$ cat src/rtl/requant_pipe_pkg.sv
// Shared types and clamp-bound helpers for the requantization pipeline.
package requant_pipe_pkg;

    localparam int unsigned DEF_OUT_W   = 8;
    localparam int unsigned DEF_MULT_W  = 16;
    localparam int unsigned DEF_SHIFT_W = 6;

    typedef struct packed {
        logic signed [DEF_MULT_W-1:0] mult;
        logic [DEF_SHIFT_W-1:0]       shift;
        logic signed [DEF_OUT_W:0]    zp;
    } qparam_t;

    function automatic int qmax_s(input int unsigned out_w, input logic uns);
        return uns ? (1 << out_w) - 1 : (1 << (out_w - 1)) - 1;
    endfunction

    function automatic int qmin_s(input int unsigned out_w, input logic uns);
        return uns ? 0 : -(1 << (out_w - 1));
    endfunction

endpackage

$ cat src/rtl/requant_pipe_table.sv
// Per-channel {mult, shift, zp} register file: one write port, async read, resets to identity.
module quant_param_table
    import requant_pipe_pkg::*;
#(
    parameter int unsigned NUM_CH  = 16,
    parameter int unsigned MULT_W  = DEF_MULT_W,
    parameter int unsigned SHIFT_W = DEF_SHIFT_W,
    parameter int unsigned ZP_W    = DEF_OUT_W + 1
)(
    input  logic                      clk,
    input  logic                      rst_n,
    input  logic                      wr_en,
    input  logic [$clog2(NUM_CH)-1:0] wr_idx,
    input  logic signed [MULT_W-1:0]  wr_mult,
    input  logic [SHIFT_W-1:0]        wr_shift,
    input  logic signed [ZP_W-1:0]    wr_zp,
    input  logic [$clog2(NUM_CH)-1:0] rd_idx,
    output logic signed [MULT_W-1:0]  rd_mult,
    output logic [SHIFT_W-1:0]        rd_shift,
    output logic signed [ZP_W-1:0]    rd_zp
);

    logic signed [MULT_W-1:0] mult_q  [NUM_CH];
    logic [SHIFT_W-1:0]       shift_q [NUM_CH];
    logic signed [ZP_W-1:0]   zp_q    [NUM_CH];

    always_ff @(posedge clk or negedge rst_n) begin
        if (!rst_n) begin
            mult_q  <= '{default: MULT_W'(1)};
            shift_q <= '{default: '0};
            zp_q    <= '{default: '0};
        end else if (wr_en) begin
            mult_q[wr_idx]  <= wr_mult;
            shift_q[wr_idx] <= wr_shift;
            zp_q[wr_idx]    <= wr_zp;
        end
    end

    assign rd_mult  = mult_q[rd_idx];
    assign rd_shift = shift_q[rd_idx];
    assign rd_zp    = zp_q[rd_idx];

endmodule

$ cat src/rtl/requant_pipe.sv
// Requantization pipe: multiply, rounding right shift, zero-point add, clamp, with stall-capable handshake.
module requant_pipe
    import requant_pipe_pkg::*;
#(
    parameter int unsigned IN_W     = 32,
    parameter int unsigned OUT_W    = DEF_OUT_W,
    parameter int unsigned MULT_W   = DEF_MULT_W,
    parameter int unsigned SHIFT_W  = DEF_SHIFT_W,
    parameter int unsigned NUM_CH   = 16,
    parameter int unsigned SATCNT_W = 16
)(
    input  logic                      clk,
    input  logic                      rst_n,
    input  logic                      cfg_we,
    input  logic [$clog2(NUM_CH)-1:0] cfg_ch,
    input  logic signed [MULT_W-1:0]  cfg_mult,
    input  logic [SHIFT_W-1:0]        cfg_shift,
    input  logic signed [OUT_W:0]     cfg_zp,
    input  logic [$clog2(NUM_CH)-1:0] num_ch_m1,
    input  logic                      per_channel,
    input  logic                      auto_ch,
    input  logic                      out_unsigned,
    input  logic                      relu_en,
    input  logic                      in_valid,
    output logic                      in_ready,
    input  logic signed [IN_W-1:0]    in_data,
    input  logic [$clog2(NUM_CH)-1:0] in_ch,
    input  logic                      in_last,
    output logic                      out_valid,
    input  logic                      out_ready,
    output logic [OUT_W-1:0]          out_data,
    output logic                      out_last,
    output logic                      out_sat,
    output logic [SATCNT_W-1:0]       sat_count,
    input  logic                      sat_clr
);

    localparam int unsigned CH_W = $clog2(NUM_CH);
    localparam int unsigned P_W  = IN_W + MULT_W;
    localparam int unsigned V_W  = P_W + 1;

    logic [CH_W-1:0]          ch_cnt, rd_ch;
    logic signed [MULT_W-1:0] tbl_mult;
    logic [SHIFT_W-1:0]       tbl_shift;
    logic signed [OUT_W:0]    tbl_zp;
    logic                     accept, s2_adv, s3_adv;

    logic                     s1_valid, s1_uns, s1_relu, s1_last;
    logic signed [P_W-1:0]    s1_prod, prod_c;
    logic [SHIFT_W-1:0]       s1_shift;
    logic signed [OUT_W:0]    s1_zp;

    logic                     s2_valid, s2_uns, s2_relu, s2_last;
    logic signed [V_W-1:0]    s2_sh, rnd_c, sh_c;
    logic signed [OUT_W:0]    s2_zp;

    logic signed [V_W-1:0]    v_c, zp_ext, lo_c, hi_c, rmin_c, clamp_c;
    logic                     sat_c;

    assign s3_adv   = !out_valid || out_ready;
    assign s2_adv   = !s2_valid || s3_adv;
    assign in_ready = !s1_valid || s2_adv;
    assign accept   = in_valid && in_ready;
    assign rd_ch    = !per_channel ? '0 : (auto_ch ? ch_cnt : in_ch);

    quant_param_table #(
        .NUM_CH  (NUM_CH),
        .MULT_W  (MULT_W),
        .SHIFT_W (SHIFT_W),
        .ZP_W    (OUT_W + 1)
    ) u_table (
        .clk      (clk),
        .rst_n    (rst_n),
        .wr_en    (cfg_we),
        .wr_idx   (cfg_ch),
        .wr_mult  (cfg_mult),
        .wr_shift (cfg_shift),
        .wr_zp    (cfg_zp),
        .rd_idx   (rd_ch),
        .rd_mult  (tbl_mult),
        .rd_shift (tbl_shift),
        .rd_zp    (tbl_zp)
    );

    // in_last clears the counter even when it coincides with the wrap point
    always_ff @(posedge clk or negedge rst_n) begin
        if (!rst_n)
            ch_cnt <= '0;
        else if (accept) begin
            if (in_last || ch_cnt == num_ch_m1)
                ch_cnt <= '0;
            else
                ch_cnt <= ch_cnt + CH_W'(1);
        end
    end

    assign prod_c = P_W'(in_data) * P_W'(tbl_mult);

    always_ff @(posedge clk or negedge rst_n) begin
        if (!rst_n) begin
            s1_valid <= 1'b0;
            s1_prod  <= '0;
            s1_shift <= '0;
            s1_zp    <= '0;
            s1_uns   <= 1'b0;
            s1_relu  <= 1'b0;
            s1_last  <= 1'b0;
        end else if (in_ready) begin
            s1_valid <= accept;
            if (accept) begin
                s1_prod  <= prod_c;
                s1_shift <= tbl_shift;
                s1_zp    <= tbl_zp;
                s1_uns   <= out_unsigned;
                s1_relu  <= relu_en;
                s1_last  <= in_last;
            end
        end
    end

    // One extra bit of headroom keeps the rounding add from overflowing
    always_comb begin
        rnd_c = '0;
        sh_c  = V_W'(s1_prod);
        if (s1_shift != '0) begin
            rnd_c = V_W'(1) << (s1_shift - SHIFT_W'(1));
            sh_c  = (V_W'(s1_prod) + rnd_c) >>> s1_shift;
        end
    end

    always_ff @(posedge clk or negedge rst_n) begin
        if (!rst_n) begin
            s2_valid <= 1'b0;
            s2_sh    <= '0;
            s2_zp    <= '0;
            s2_uns   <= 1'b0;
            s2_relu  <= 1'b0;
            s2_last  <= 1'b0;
        end else if (s2_adv) begin
            s2_valid <= s1_valid;
            if (s1_valid) begin
                s2_sh   <= sh_c;
                s2_zp   <= s1_zp;
                s2_uns  <= s1_uns;
                s2_relu <= s1_relu;
                s2_last <= s1_last;
            end
        end
    end

    always_comb begin
        zp_ext  = V_W'(s2_zp);
        v_c     = s2_sh + zp_ext;
        hi_c    = V_W'(qmax_s(OUT_W, s2_uns));
        rmin_c  = V_W'(qmin_s(OUT_W, s2_uns));
        lo_c    = (s2_relu && zp_ext > rmin_c) ? zp_ext : rmin_c;
        sat_c   = (v_c < lo_c) || (v_c > hi_c);
        clamp_c = v_c;
        if (v_c < lo_c)
            clamp_c = lo_c;
        else if (v_c > hi_c)
            clamp_c = hi_c;
    end

    always_ff @(posedge clk or negedge rst_n) begin
        if (!rst_n) begin
            out_valid <= 1'b0;
            out_data  <= '0;
            out_last  <= 1'b0;
            out_sat   <= 1'b0;
        end else if (s3_adv) begin
            out_valid <= s2_valid;
            if (s2_valid) begin
                out_data <= clamp_c[OUT_W-1:0];
                out_last <= s2_last;
                out_sat  <= sat_c;
            end
        end
    end

    always_ff @(posedge clk or negedge rst_n) begin
        if (!rst_n)
            sat_count <= '0;
        else if (sat_clr)
            sat_count <= '0;
        else if (out_valid && out_ready && out_sat && sat_count != '1)
            sat_count <= sat_count + SATCNT_W'(1);
    end

endmodule

$ cat config.mk
export PLATFORM = sky130hd
export DESIGN_NAME = requant_pipe
export DESIGN_NICKNAME = d
export VERILOG_FILES = /design/src/rtl/requant_pipe_pkg.sv /design/src/rtl/requant_pipe_table.sv /design/src/rtl/requant_pipe.sv
export SDC_FILE = /design/constraint.sdc
export NUM_CORES = 2
export LEC_CHECK = 0
export BUFFER_PORTS_ARGS = -buffer_cell sky130_fd_sc_hd__buf_2
export CAP_MARGIN = 5
export CORE_MARGIN = 2
export CORE_UTILIZATION = 49
export DETAILED_ROUTE_END_ITERATION = 8
export GPL_TIMING_DRIVEN = 0
export PLACE_DENSITY = 0.72
export SETUP_SLACK_MARGIN = 0.3
export SLEW_MARGIN = 20
export SYNTH_ARGS = -nofsm -noshare
export SYNTH_HDL_FRONTEND = slang
export SYNTH_SLANG_ARGS = --single-unit
$ cat constraint.sdc
create_clock -name clk -period 11.5 [get_ports clk]
set_input_delay 2.3 -clock clk [delete_from_list [all_inputs] [get_ports clk]]
set_output_delay 2.3 -clock clk [all_outputs]
set_load 0.02 [all_outputs]
# After elaboration in Yosys (flattened, before gate mapping)
# Cells that the tools add are included.
dict set report classes {
  mul 1
  n_reduce_logical 19
  div 0
  muxes 29
  n_addsub 5
  n_bitwise 2
  n_shift 2
  magnitude_cmp 6
  eq_ne 2
}
# operator count
set op_table {}
lappend op_table {{$bwmux 256} 1}
lappend op_table {{$bwmux 144} 1}
lappend op_table {{$mux 49} 2}
lappend op_table {{$bwmux 96} 1}
lappend op_table {{$mux 16} 5}
lappend op_table {{$bmux 16 s4} 1}
lappend op_table {{$demux 16 s4} 1}
lappend op_table {{$add 48x49->49} 1}
lappend op_table {{$add 49x9->49} 1}
lappend op_table {{$gt 49x9->1} 1}
lappend op_table {{$lt 49x49->1} 1}
lappend op_table {{$shl 1x6->49 const A} 1}
lappend op_table {{$sshr 49x6->49} 1}
lappend op_table {{$mul 32x16->48} 1}
lappend op_table {{$bmux 9 s4} 1}
lappend op_table {{$demux 9 s4} 1}
lappend op_table {{$gt 9x32->1} 1}
lappend op_table {{$mux 32} 1}
lappend op_table {{$mux 9} 3}
lappend op_table {{$bmux 6 s4} 1}
lappend op_table {{$demux 6 s4} 1}
lappend op_table {{$mux 8} 3}
lappend op_table {{$mux 6} 3}
lappend op_table {{$add 16x1->16 const B} 1}
lappend op_table {{other kinds (14)} 31}
dict set report word_totals {
  ramBits 0
  elab_cells 133
  latchBits 0
  rom_bits 0
  regBits 656
  input_bits 86
  n_memories 0
  out_inout_bits 28
}

# Longest topological paths before layout
dict set report depth {
  word_depth 7
  depth_mapped 34
}

# By module
# A second synthesis with hierarchy kept.
dict set report hier_totals {
  cells_unflattened 5831
  hier_area_um2 58255.9
}
# module n_inst cells_each area_each_um2 seq_area_each_um2
set by_module_without_submodules {}
lappend by_module_without_submodules {requant_pipe 1 4470 36074.6 4003.8}
lappend by_module_without_submodules {quant_param_table 1 1361 22181.3 12431.9}

# Worst setup path after synthesis
# No wires, ideal clock.
dict set report synth_timing {
  kind {input to register}
  start {input auto_ch}
  end {register s1_prod[45]}
  arrival_ns 10.230
  cell_stages 31
  setup_time_ns 0.095
  setup_slack_ns 1.174
  path_cell_list {mux2_2 > nand2_1 > buf_1 > mux4_2 > a211oi_1 > a31oi_1 > clkbuf_1 > and2_1 > fa_1 > inv_1 > fa_1 > fa_1 > inv_1 > fa_1 > fa_1 > inv_1 > fa_1 > inv_1 > ha_1 > clkbuf_1 > and3_1 > and2_1 > nand4_1 > or3_1 > o21ai_1 > a21oi_1 > o311ai_1 > nand4_1 > a31oi_1 > nor3_1 > o31ai_1}
}
dict set report synth_via {
  elab_chain_cells 7
}
# item line_no
set synth_rtl {}
lappend synth_rtl {{from (decl)} requant_pipe.sv:21} ;# input logic auto_ch,
lappend synth_rtl {{$mux 4 (2 in a row)} requant_pipe.sv:64} ;# assign rd_ch = !per_channel ? '0 : (auto_ch ? ch_cnt : in_ch);
lappend synth_rtl {{$not 4->5 (implied by the code)} requant_pipe_table.sv:39} ;# assign rd_mult = mult_q[rd_idx];
lappend synth_rtl {{$bmux 16 s4} requant_pipe_table.sv:39}
lappend synth_rtl {{$mux 16 (implied by the code) (2 in a row)} requant_pipe_table.sv:39}
lappend synth_rtl {{$mul 32x16->48} requant_pipe.sv:97} ;# assign prod_c = P_W'(in_data) * P_W'(tbl_mult);
lappend synth_rtl {{to (signal assigned)} requant_pipe.sv:111} ;# s1_prod <= prod_c;
lappend synth_rtl {{to (decl)} requant_pipe.sv:49} ;# logic signed [P_W-1:0] s1_prod, prod_c;
# Every way passes these cells. The select of a mux whose other input is x is not followed.
# A chain may end at the register's enable or synchronous reset.

# Final worst setup path
dict set report layout_timing {
  start {input auto_ch}
  end {register s1_prod[47]}
}
# Same word-level chain as after synthesis.

==> out/metrics.csv <==
metric,value,unit
synth.distinct_cells,103,
final_nets,7029,
finalMaxSlewViolations,0,
drt-initial-drc-count,4362,
vias,48407,
synthesis.nets,6834,
io_pins,114,
syn_area_per_cell,9.84,um2
cp-end-kind,flip-flop,
placed_area,61900,um2
cts_tree,done,
viasPerCell,6.15,
clockBufferDepth,3,
syn_to_final_growth,9.60,%
synth_top_area_share,0.271,
path_max_fanout,10,
clkSinkCount,656,
grt_overflow_total,0,
hpwlAfterDp,162,mm
fin_area,64700,um2
cap_violations,0,
htree_levels,3,
grt_use_total,0.335,
finalClockSkew,0.0593,ns
drive_above_1_share,0.174,
cp.arrival,11.42,ns
numPortBuffers,111,
slowest_stage,fa_1,
synth_edf_count,0,
grt_pass1_vias,48876,
grt_max_degree,101,
gp_congestion,1.06,
firstDrtPassIters,6,
yosys-top-cells-count,"nand2_1, dfrtp_1, inv_1",
ys_ff_latch,656,
grt_setup_unrepaired,false,
clk_latency,0.66,ns
ant_nets,0,
min_period,10.94,ns
hp-class,flip-flop to flip-flop,
syn_area,59000,um2
period_share,0.951,
rows,127,
ys_top_cells_by_area,"dfrtp_1, fa_1, mux2_2, ha_1, mux4_2",
start_util,0.493,
syn_inst,5995,
yosysSeqAreaShare,0.279,
core,120000,um2
yosys_warnings,0,
async_reset_ff_frac,1.00,
synth_most_common_cell,nand2_1,
routed_wl,206,mm
drc,0,
crit_top_cell,fa_1,
status,completed,
die_w,351,um
maxSlewHeadroom,0.162,
yosys.area.top_type,dfrtp_1,
clock-root-buffer,clkbuf_16,
clk_pin_slew,0.06,ns
crit_type,input port to flip-flop,
cts_made_buffers,72,
crit_path_max_incr_delay,0.55,ns
synth-main-ff-cell,dfrtp_1,
antenna_found_initial,28,
die_area,123000,um2
die_h,351,um
start_kind,input port,
finalSetupViolations,0,
crit_required,11.98,ns
setup_tns,0,ns
grt_pass1_wl,309,mm
postCtsHoldBufs,0,
max_freq,91.4,MHz
final_util,0.540,
wl_per_cell,26.2,um
hold_viol,0,
worst_pin_slew,1.23,ns
## registers in the layout, indices dropped and copies added, names as in the netlist, 4 cells and up
signal           flops
u_table.mult_q     256
u_table.zp_q       144
u_table.shift_q     96
s2_sh               49
s1_prod             48
sat_count           16
s1_zp                9
s2_zp                9
out_data             8
s1_shift             6
ch_cnt               4
## placed cells by master (no fill, tap or decap), types with 60 or more instances in the layout
master,Yosys,routed
nand2_1,712,711
dfrtp_1,640,639
inv_1,597,597
mux2_2,523,523
fa_1,488,488
nor2_1,349,349
clkbuf_1,295,278
ha_1,265,265
o21ai_0,252,250
and2_1,244,244
a21oi_1,245,244
mux4_2,146,146
buf_2,28,137
a21o_1,98,98
nand3_1,74,74
nor3_1,74,74
xnor2_1,75,73
clkbuf_16,0,73
a211oi_1,62,61
nand4_1,60,60
## logic make-up (layout without fill, tap and decap cells)
group | Yosys count | in the layout | synth area share
other | 0 | 11 | 0
adder cells (fa/ha/maj) | 753 | 753 | 0.222
flip-flops | 656 | 656 | 0.279
buffers and inverters | 962 | 1215 | 0.0623
AND/OR/NAND/NOR | 1708 | 1708 | 0.135
multiplexers | 726 | 726 | 0.165
XOR/XNOR | 136 | 136 | 0.0207
AO/OA/AOI/OAI | 1054 | 1054 | 0.117
## what timing repair did
action                                  CTS  global route
setup buffers                             0             0
endpoints found under the setup margin   23            11
gates resized for setup                  59            52
pin swaps                                 0             1
## path summary, 6_finish.rpt
| check | startpoint | to | slack [ns] | cells past startpoint |
|---|---|---|---|---|
| min reg2reg | s1_zp[6]$_DFFE_PN0P_ | s2_zp[6]$_DFFE_PN0P_ | 0.46 | 2 |
| max in group asynchronous | rst_n | u_table.zp_q[31]$_DFFE_PN0P_ | 8.32 | 4 |
| max | auto_ch | s1_prod[47]$_DFFE_PN0P_ | 0.56 | 31 |
| min | s1_zp[6]$_DFFE_PN0P_ | s2_zp[6]$_DFFE_PN0P_ | 0.46 | 2 |
| min in group asynchronous | rst_n | u_table.mult_q[83]$_DFFE_PN0P_ | 1.55 | 1 |
| max reg2reg | s1_shift[0]$_DFFE_PN0P_ | s2_sh[38]$_DFFE_PN0P_ | 1.79 | 22 |
## routing by layer
metal	part of all wire	wire (um)	global-route usage	vias to the layer above
met1	0.41	84200	0.450	24658
met4	0.052	10700	0.152	28
li1	-	-	-	20984
met2	0.45	93100	0.521	2206
met5	0.0010	212	0	-
met3	0.086	17800	0.0719	531
## worst max-delay path: cells and delay by family
kind	cells	cell delay, ns
compound gates	7	1.80
xor+xnor	1	0.28
fa+ha+maj	7	3.14
buf+inv	7	1.82
mux	2	0.63
simple gates	7	1.41
## final cells by class
| cell class | count | area (um2) |
|---|---|---|
| clock inverter | 27 | 392 |
| antenna | 11 | 27.5 |
| buffer | 363 | 1510 |
| inverter | 599 | 2250 |
| fill | 10610 | 55000 |
| sequential | 656 | 16400 |
| tap | 1612 | 2020 |
| multi-input combinational | 4377 | 39200 |
| timing repair buffer | 121 | 801 |
| clock buffer | 105 | 2070 |
## stage by stage
| stage | hold slack [ns] | setup WS, ns | instances |
|---|---|---|---|
| 6_report | 0.460 | 0.564 | 7871 |
| 5_1_grt | 0.490 | 0.308 | 7865 |
| 4_1_cts | 0.467 | 0.293 | 7860 |
| 3_5_place_dp | 0.454 | -1.92 | 7728 |
| 3_3_place_gp | 0.451 | -5.41 | 7718 |
| 2_1_floorplan | 0.433 | 1.17 | 5995 |
Power is not shown: default switching activity piles up to over one toggle a cycle in this logic, so the estimate is an artifact.
